--- src/rtl/jtroadf_pkg.sv ---
// Shared types for the Road Fighter video ROM read arbiter.
// FSM state encoding and requester ids.
package jtroadf_pkg;

  typedef enum logic [1:0] {
    ST_IDLE = 2'd0,
    ST_REQ  = 2'd1,
    ST_WAIT = 2'd2
  } state_t;

  localparam logic SCR = 1'b0;
  localparam logic OBJ = 1'b1;

endpackage

--- src/rtl/jtroadf_rom_buf.sv ---
// One-word result buffer for a ROM requester.
// Holds tag/valid/data and flags hit or miss for the current address.
module jtroadf_rom_buf #(
  parameter int AW = 15
) (
  input  logic          clk,
  input  logic          rst_n,
  input  logic          clr_i,
  input  logic          we_i,
  input  logic          wval_i,
  input  logic [AW-1:0] wtag_i,
  input  logic [31:0]   wdata_i,
  input  logic          cs_i,
  input  logic [AW-1:0] addr_i,
  output logic          ok_o,
  output logic          miss_o,
  output logic [31:0]   data_o
);

  logic [AW-1:0] tag_q;
  logic          val_q;
  logic [31:0]   data_q;

  always_ff @(posedge clk or negedge rst_n) begin
    if (!rst_n) begin
      tag_q  <= '0;
      val_q  <= 1'b0;
      data_q <= '0;
    end else begin
      if (we_i) begin
        tag_q  <= wtag_i;
        data_q <= wdata_i;
        val_q  <= wval_i;
      end
      // Download invalidates regardless of any write this cycle
      if (clr_i) val_q <= 1'b0;
    end
  end

  assign ok_o   = cs_i & val_q & (addr_i == tag_q);
  assign miss_o = cs_i & ~ok_o;
  assign data_o = data_q;

endmodule

--- src/rtl/jtroadf_rom_arb.sv ---
// Scroll/object SDRAM read arbiter with per-requester word buffers.
// Round-robin grant, one outstanding read, download discards in-flight data.
module jtroadf_rom_arb
  import jtroadf_pkg::*;
#(
  parameter int          SCR_AW     = 15,
  parameter int          OBJ_AW     = 15,
  parameter logic [21:0] SCR_OFFSET = 22'h0,
  parameter logic [21:0] OBJ_OFFSET = 22'h0
) (
  input  logic              clk,
  input  logic              rst_n,
  input  logic              dwn,
  input  logic              scr_cs,
  input  logic [SCR_AW-1:0] scr_addr,
  output logic [31:0]       scr_data,
  output logic              scr_ok,
  input  logic              obj_cs,
  input  logic [OBJ_AW-1:0] obj_addr,
  output logic [31:0]       obj_data,
  output logic              obj_ok,
  output logic [21:0]       mem_addr,
  output logic              mem_rd,
  input  logic              mem_ack,
  input  logic              mem_rdy,
  input  logic [31:0]       mem_data
);

  localparam int TW = (SCR_AW > OBJ_AW) ? SCR_AW : OBJ_AW;

  state_t        state_q, state_d;
  logic          gnt_q, gnt_d;
  logic          last_q, last_d;
  logic          disc_q, disc_d;
  logic          rd_q, rd_d;
  logic [21:0]   addr_q, addr_d;
  logic [TW-1:0] tag_q, tag_d;
  logic          store;
  logic          wval;
  logic          scr_miss, obj_miss;

  always_ff @(posedge clk or negedge rst_n) begin
    if (!rst_n) begin
      state_q <= ST_IDLE;
      gnt_q   <= SCR;
      last_q  <= OBJ;
      disc_q  <= 1'b0;
      rd_q    <= 1'b0;
      addr_q  <= '0;
      tag_q   <= '0;
    end else begin
      state_q <= state_d;
      gnt_q   <= gnt_d;
      last_q  <= last_d;
      disc_q  <= disc_d;
      rd_q    <= rd_d;
      addr_q  <= addr_d;
      tag_q   <= tag_d;
    end
  end

  always_comb begin
    state_d = state_q;
    gnt_d   = gnt_q;
    last_d  = last_q;
    disc_d  = disc_q;
    rd_d    = rd_q;
    addr_d  = addr_q;
    tag_d   = tag_q;
    store   = 1'b0;
    unique case (state_q)
      ST_IDLE: begin
        if (!dwn && (scr_miss || obj_miss)) begin
          gnt_d = (obj_miss && (!scr_miss || last_q == SCR))
                ? OBJ : SCR;
          last_d  = gnt_d;
          disc_d  = 1'b0;
          rd_d    = 1'b1;
          state_d = ST_REQ;
          if (gnt_d == SCR) begin
            addr_d = SCR_OFFSET + 22'(scr_addr);
            tag_d  = TW'(scr_addr);
          end else begin
            addr_d = OBJ_OFFSET + 22'(obj_addr);
            tag_d  = TW'(obj_addr);
          end
        end
      end
      ST_REQ: begin
        disc_d = disc_q | dwn;
        if (mem_ack) begin
          rd_d = 1'b0;
          // Ack and data together: finish the fetch now
          if (mem_rdy) begin
            store   = 1'b1;
            state_d = ST_IDLE;
          end else begin
            state_d = ST_WAIT;
          end
        end
      end
      ST_WAIT: begin
        disc_d = disc_q | dwn;
        if (mem_rdy) begin
          store   = 1'b1;
          state_d = ST_IDLE;
        end
      end
      default: state_d = ST_IDLE;
    endcase
  end

  assign wval     = ~(disc_q | dwn);
  assign mem_rd   = rd_q;
  assign mem_addr = addr_q;

  jtroadf_rom_buf #(.AW(SCR_AW)) u_scr (
    .clk     (clk),
    .rst_n   (rst_n),
    .clr_i   (dwn),
    .we_i    (store & (gnt_q == SCR)),
    .wval_i  (wval),
    .wtag_i  (tag_q[SCR_AW-1:0]),
    .wdata_i (mem_data),
    .cs_i    (scr_cs),
    .addr_i  (scr_addr),
    .ok_o    (scr_ok),
    .miss_o  (scr_miss),
    .data_o  (scr_data)
  );

  jtroadf_rom_buf #(.AW(OBJ_AW)) u_obj (
    .clk     (clk),
    .rst_n   (rst_n),
    .clr_i   (dwn),
    .we_i    (store & (gnt_q == OBJ)),
    .wval_i  (wval),
    .wtag_i  (tag_q[OBJ_AW-1:0]),
    .wdata_i (mem_data),
    .cs_i    (obj_cs),
    .addr_i  (obj_addr),
    .ok_o    (obj_ok),
    .miss_o  (obj_miss),
    .data_o  (obj_data)
  );

endmodule

--- config.mk ---
export PLATFORM = sky130hd
export DESIGN_NAME = jtroadf_rom_arb
export DESIGN_NICKNAME = d
export VERILOG_FILES = /design/src/rtl/jtroadf_pkg.sv /design/src/rtl/jtroadf_rom_buf.sv /design/src/rtl/jtroadf_rom_arb.sv
export SDC_FILE = /design/constraint.sdc
export NUM_CORES = 1
export LEC_CHECK = 0
export CAP_MARGIN = 20
export CORE_MARGIN = 2
export CORE_UTILIZATION = 40
export DETAILED_ROUTE_END_ITERATION = 8
export PLACE_DENSITY = 0.66
export SYNTH_ARGS = -nofsm -noshare
export SYNTH_HDL_FRONTEND = slang
export SYNTH_SLANG_ARGS = --single-unit
--- constraint.sdc ---
create_clock -name clk -period 2.54 [get_ports clk]
set_input_delay 0.508 -clock clk [delete_from_list [all_inputs] [get_ports clk]]
set_output_delay 0.508 -clock clk [all_outputs]
set_load 0.05 [all_outputs]
; Word-level counts from Yosys, hierarchy flattened
; Index checks and enable logic that the tools add are counted.
[op_classes]
n_eq_ne = 7
muxes = 20
bitwise_logic = 14
reduce_logical = 16
[ops]
columns = cell, count
row1 = $eq A15 B15 Y1, 2
row2 = $mux W15, 2
row3 = $mux W1, 10
row4 = $and A1 B1 Y1, 8
row5 = $mux W2, 4
row6 = $reduce_bool A2 Y1, 4
row7 = $ne A2 B2 Y1 const B, 3
row8 = $pmux W1 S2, 3
row9 = $pmux W2 S3, 1
row10 = $reduce_and A3 Y1, 2
row11 = $not A1 Y1, 5
row12 = $reduce_and A2 Y1, 2
row13 = $eq A2 B1 Y1 const B, 1
row14 = $eq A2 B2 Y1 const B, 1
row15 = $logic_and A1 B1 Y1, 2
row16 = $logic_not A1 Y1, 2
row17 = $logic_not A2 Y1, 1
row18 = $logic_or A1 B1 Y1, 2
row19 = $reduce_or A2 Y1, 1
row20 = $or A1 B1 Y1, 1
[word_totals]
reg_bits = 139
in_bits = 69
output_inout_bits = 89
wordCells = 70

; Logic depth before layout (Yosys ltp)
; Gate-level depths: netlist (run 1).
[depth]
word_depth = 9
depth_mapped = 8
ltp_nobuf = 6

; Hierarchy
; Synthesis (run 1) repeated with hierarchy kept, for this count alone.
[unflattened]
hier_cells = 363
hier_area_um2 = 5043.6
[modules_own_cells]
columns = mod, n_inst, cells_each, area_per_inst_um2, seq_area_each_um2
row1 = jtroadf_rom_buf, 2, 124, 1945.6, 1201.2
row2 = jtroadf_rom_arb, 1, 115, 1152.4, 526.8

; Worst setup path before layout (run 1)
; Ideal clock, no wire load.
[synth_timing]
path_kind = input -> output
start = input obj_addr[14]
end = output obj_ok
arrival_time_ns = 2.715
required_time_ns = 2.032
slack_ns = -0.683
stages = 3
n_path_buf = 0
cell_sequence = xor2_1 -> or4_1 -> nor4_1
[synth_between]
elab_chain_cells = 2
[synth_lines]
columns = element, line
row1 = from (decl), jtroadf_rom_arb.sv:19  ; input logic [OBJ_AW-1:0] obj_addr,
row2 = $eq A15 B15 Y1, jtroadf_rom_buf.sv:40  ; assign ok_o = cs_i & val_q & (addr_i == tag_q);
row3 = $and A1 B1 Y1, jtroadf_rom_buf.sv:40
row4 = to (decl), jtroadf_rom_arb.sv:21  ; output logic obj_ok,
; Every way passes these cells.

; Worst setup path in the final report (run 1)
[layout_timing]
start = input scr_addr[4]
end = output scr_ok
[layout_between]
elab_chain_cells = 2
[layout_lines]
columns = element, line
row1 = from (decl), jtroadf_rom_arb.sv:15  ; input logic [SCR_AW-1:0] scr_addr,
row2 = $eq A15 B15 Y1, jtroadf_rom_buf.sv:40
row3 = $and A1 B1 Y1, jtroadf_rom_buf.sv:40
row4 = to (decl), jtroadf_rom_arb.sv:17  ; output logic scr_ok,
; Every way passes these cells.

==> results.json, run 1 <==
{
  "post-route-period-util": 0.980,
  "ys_ff_latch": 117,
  "crit_arrival_ns": 1.98,
  "antenna_found_initial": 0,
  "first_pass_iters": 4,
  "core-area_mm2": 0.0126,
  "yosys_warnings": 0,
  "insertion_delay_ns": 0.41,
  "dp_cells": 694,
  "status": "complete, no violations",
  "worstSetupEndpointType": "output port",
  "maxCapViolCount": 0,
  "first_global_vias": 3907,
  "skew_ns": 0.00723,
  "track_usage": 0.196,
  "maxSlewViolCount": 0,
  "synthDistinctLibCells": 36,
  "cts_inserted_buffers": 17,
  "start_kind": "input port",
  "rows": 41,
  "setup_viol": 0,
  "drt_iter0_drc": 78,
  "n_antenna_cell": 0,
  "yosysSeqAreaShare": 0.568,
  "hpwl_mm": 9.04,
  "vdd_drop_max_mv": 0.998,
  "pre_cts_slack_ns": -0.456,
  "crit_type": "input port to output port",
  "globalRouteOverflowTotal": 0,
  "tightest_slew_ns": 0.595,
  "route.detailed.drc": 0,
  "pin_count": 158,
  "ant_nets": 0,
  "synth-edff-count": 0,
  "worst_slack_ns": 0.0519,
  "hold_violations": 0,
  "crit_fanout": 2,
  "cts_buffer_depth": 2,
  "synth-main-ff-cell": "dfrtp_1",
  "avgViaCountPerCell": 4.85,
  "routabilityCongestion": 0.750,
  "leakage_nw": 3.56,
  "grt_pass1_wl_mm": 20.9,
  "fmax_mhz": 402,
  "slew_headroom": 0.604,
  "crit_required_ns": 2.03,
  "async_reset_ff_frac": 1.00,
  "htreeDepth": 4,
  "fin_crit_ns": 2.49,
  "clk_pin_slew_ns": 0.05,
  "min_path_type": "input port to async pin",
  "initial_utilization": 0.409,
  "rsz0062_at_grt": "yes",
  "final_cells": 729,
  "wl_per_cell_um": 17.7,
  "die-area_mm2": 0.0138,
  "io_buffers": 150,
  "cts_sinks": 117,
  "routed_wl_mm": 12.9,
  "vias": 3536,
  "layout-drive-gt1-share": 0.366,
  "die_y_um": 118,
  "fin_util": 0.631,
  "synth.cell_area_mm2": 0.00516,
  "grt_max_degree": 46,
  "powerDensity_mw_per_mm2": 1430,
  "cts_tree": "built",
  "area_delta_synth_final_pct": 54.5,
  "die_x_um": 118,
  "avgSynthCellArea_um2": 14.6,
  "nets": 617,
  "cts_root_buf": "clkbuf_16",
  "synth_cells": 352
}
per-stage QoR:
step	hold slack, ns	area (µm²)	TNS, ns	power, mW
floorplan	0.212	5210	0	6.91
global placement	0.456	7190	-7.19	8.99
detailed placement	0.456	7190	-8.14	9.10
CTS	0.113	7790	0	11.4
global route	0.156	7970	-0.00927	11.9
finish	0.106	7970	0	11.4
critical path: stages:
cell	delay, ns
clkdlybuf4s50_1	0.44
xnor2_1	0.27
buf_4	0.16
nand4_1	0.12
nor4_4	0.29
buf_12	0.18
path summary, 6_finish.rpt:
kind	start	end	slack, ns	depth (start not counted)
min in group clk	disc_q	u_scr.val_q	0.46	1
worst min register to register	disc_q	u_scr.val_q	0.46	1
max in group asynchronous	rst_n	last_q	1.64	2
worst max register to register	u_obj.tag_q[5]	mem_addr[11]	0.10	7
worst max-delay path	scr_addr[4]	scr_ok	0.05	6
worst min-delay path	rst_n	u_obj.tag_q[10]	0.11	1
cell usage after synthesis, drive strengths merged, types with 2 or more instances:
cell type | number | area, µm²
or4 | 3 | 26.3
clkbuf | 8 | 30.0
nand4bb | 4 | 45.0
nor2 | 3 | 13.8
xor2 | 6 | 52.6
nand4 | 10 | 62.6
inv | 8 | 30.0
a211oi | 3 | 22.5
nand2b | 2 | 12.5
mux2 | 124 | 1400
nor2b | 2 | 12.5
xnor2 | 24 | 210
o21ai | 3 | 15.0
buf | 11 | 82.6
ha | 3 | 37.5
dfrtp | 116 | 2900
nor4 | 3 | 33.8
nand2 | 5 | 18.8
mux2i | 3 | 30.0
per-layer routing:
layer,vias up,part of all wire,GRT usage
met5,-,0,0
met4,0,0.012,0.0587
met3,9,0.095,0.102
met2,125,0.49,0.319
met1,1778,0.41,0.226
li1,1624,-,-
repair_timing:
action,CTS,global route
setup endpoints to repair,8,18
gates resized for setup,16,29
pin swaps,2,11
hold buffers,0,0
endpoints found under the hold margin,0,0
cloned,0,1
buffers inserted,0,3
cells by family (layout without fill, tap and decap cells):
group | Yosys count | after routing | synth area share
AOI/OAI and AO/OA | 14 | 14 | 0.0238
xor gates and xnor gates | 30 | 30 | 0.0510
adders and majority gates | 3 | 3 | 0.00728
buffers and inverters | 27 | 226 | 0.0277
DFF | 117 | 117 | 0.568
muxes | 127 | 127 | 0.277
other | 1 | 7 | 0.000727
and+or+nand+nor | 33 | 33 | 0.0449
state kept, by name, indices dropped and copies added (netlist names), 2 cells and up:
signal,cells
state_q,2
u_obj.tag_q,15
mem_addr,15
u_scr.tag_q,15
u_scr.data_o,32
u_obj.data_o,32
cells in the final DEF (no fill, tap or decap), types with 8 or more instances in the layout:
cell	Yosys	routed
clkdlybuf4s50_1	0	126
dfrtp_1	116	116
mux2_2	105	105
buf_4	7	29
mux2_1	19	19
clkbuf_16	0	18
xnor2_2	0	17
dlymetal6s2s_1	0	16
nand4_1	10	10
buf_12	0	9
inv_1	8	8
area by class of cell:
class / instances / area, µm²
Multi-Input combinational cell: 214 / 2320
Tap cell: 172 / 215
Clock buffer: 27 / 513
Fill cell: 1006 / 4650
Sequential cell: 117 / 2930
Timing Repair Buffer: 187 / 1940
Inverter: 8 / 30.0
Clock inverter: 4 / 20.0
power breakdown:
part	switching, mW	internal [mW]
Clock	0.769	1.36
Sequential	0.612	2.76
Combinational	3.41	2.48
Power figures use the tool's default switching activity.
==> inputs of run 2 (changes only) <==
--- a/config.mk
+++ b/config.mk
@@ -6,6 +6,7 @@
 export NUM_CORES = 1
 export LEC_CHECK = 0
 export CAP_MARGIN = 20
+export CORE_ASPECT_RATIO = 0.75
 export CORE_MARGIN = 2
 export CORE_UTILIZATION = 40
 export DETAILED_ROUTE_END_ITERATION = 8
==> run 2 against run 1 <==
  * Non-clock buffer count is 2 higher
  * Cell count shrank 0.41%
  * First-iteration DRC count up 37%
  * Global-route usage down 0.24 points
  * Clock power up 5%
  * Power up 1.9%
  * Utilization rose by 1.1 points
  * Die area about the same
  * Largest cell class unchanged
==> results.json, run 2 (synthesis results as in run 1) <==
{
  "status": "complete, no violations",
  "avgViaCountPerCell": 4.93,
  "insertion_delay_ns": 0.40,
  "area_delta_synth_final_pct": 55.0,
  "crit_arrival_ns": 2.00,
  "globalRouteOverflowTotal": 0,
  "antenna_found_initial": 0,
  "leakage_nw": 3.57,
  "setup_viol": 0,
  "placed_area_mm2": 0.00714,
  "first_global_vias": 3847,
  "fmax_mhz": 398,
  "routed_wl_mm": 12.7,
  "tightest_slew_ns": 0.694,
  "cts_root_buf": "clkbuf_16",
  "rows": 35,
  "layout_common_cells": "123 x clkdlybuf4s50_1, 116 x dfrtp_1, 104 x mux2_2, 33 x buf_4, 17 x clkbuf_16",
  "nets": 619,
  "fin_util": 0.643,
  "cts_sinks": 117,
  "route.detailed.drc": 0,
  "clk_pin_slew_ns": 0.05,
  "post-route-period-util": 0.988,
  "worstSetupEndpointType": "output port",
  "first_pass_iters": 4,
  "die_x_um": 135,
  "vdd_drop_max_mv": 0.805,
  "start_kind": "register",
  "min_path_type": "input port to async pin",
  "cts_inserted_buffers": 17,
  "crit_fanout": 2,
  "fin_crit_ns": 2.51,
  "io_buffers": 150,
  "maxCapViolCount": 0,
  "skew_ns": 0.0107,
  "layout-drive-gt1-share": 0.389,
  "grt_pass1_wl_mm": 20.2,
  "track_usage": 0.194,
  "multiInputGateArea_mm2": 0.00236,
  "final_common_cell": "clkdlybuf4s50_1",
  "maxSlewViolCount": 0,
  "die_y_um": 102,
  "fin_area_mm2": 0.00799,
  "design_power_total_mw": 11.6,
  "routabilityCongestion": 0.846,
  "hold_buffers": 0,
  "seq_area_mm2": 0.00293,
  "wl_per_cell_um": 17.5,
  "rsz0062_at_grt": "yes",
  "cts_buffer_depth": 2,
  "crit_required_ns": 2.03,
  "htreeDepth": 4,
  "pin_count": 158,
  "ant_nets": 0,
  "crit_type": "register to output port",
  "n_antenna_cell": 0,
  "vias": 3576,
  "die-area_mm2": 0.0138,
  "cts_tree": "built",
  "hpwl_mm": 9.03,
  "grt_max_degree": 53,
  "drt_iter0_drc": 107,
  "powerDensity_mw_per_mm2": 1450,
  "slew_headroom": 0.537,
  "core-area_mm2": 0.0124,
  "hold_violations": 0,
  "fillCellCount": 929,
  "initial_utilization": 0.415
}
==> run 2: changes by cell type in the layout (fill, tap and decap cells not counted), moves of 3 or more <==
cell | before | now
mux2_4 | 0 | 13
mux2_1 | 19 | 7
dlygate4sd2_1 | 5 | 14
dlymetal6s2s_1 | 16 | 10
buf_4 | 29 | 33
clkbuf_8 | 5 | 1
clkdlybuf4s50_1 | 126 | 123
==> run 2: worst paths after layout <==
kind                                  from  cells past startpoint  slack, ns               to
max                         u_obj.tag_q[9]                      4       0.03           obj_ok
min in group clk                    disc_q                      1       0.46      u_scr.val_q
min reg2reg                         disc_q                      1       0.46      u_scr.val_q
max in group asynchronous            rst_n                      2       1.64   u_obj.tag_q[9]
min                                  rst_n                      1       0.13  u_scr.data_o[0]
max reg2reg                u_obj.tag_q[13]                      8       0.05     mem_addr[14]
==> run 2: where the power goes <==
group / internal [mW] / switching (mW)
Sequential: 2.76 / 0.605
Combinational: 2.56 / 3.44
Clock: 1.46 / 0.784
Total: 6.78 / 4.83
==> run 2: metal layers <==
metal / GRT usage / routed length [µm] / share of wire
met5: 0 / 0 / 0
met4: 0.0761 / 170 / 0.013
met3: 0.0585 / 923 / 0.073
met2: 0.301 / 5770 / 0.45
met1: 0.258 / 5820 / 0.46
==> run 2: final cells by class <==
cell class | instances | share of cell area
Timing Repair Buffer | 189 | 0.238
Clock buffer | 22 | 0.0568
Sequential cell | 117 | 0.366
Tap cell | 166 | 0.0260
Clock inverter | 10 | 0.0133
Inverter | 8 | 0.00376
Multi-Input combinational cell | 214 | 0.295
==> run 2: stage by stage <==
step	instances	setup TNS, ns	hold slack, ns	worst slack, ns
finish	726	0	0.134	0.0304
global route	726	-0.539	0.190	-0.0570
CTS	722	0	0.165	0.00133
detailed placement	686	-11.61	0.464	-0.607
global placement	686	-9.17	0.452	-0.473
floorplan	358	0	0.212	0.124
==> run 2: timing repair <==
| action | in CTS | in global routing |
|---|---|---|
| setup buffers | 3 | 4 |
| gates cloned | 1 | 0 |
| setup endpoints to repair | 19 | 18 |
| gates resized for setup | 32 | 28 |
| pin swaps | 8 | 13 |
==> run 2: critical path, cell delays in order (launching register included) <==
cell	delay, ns
dfrtp_1	0.41
xor2_2	0.21
or4_4	0.54
nor4_4	0.27
buf_12	0.19
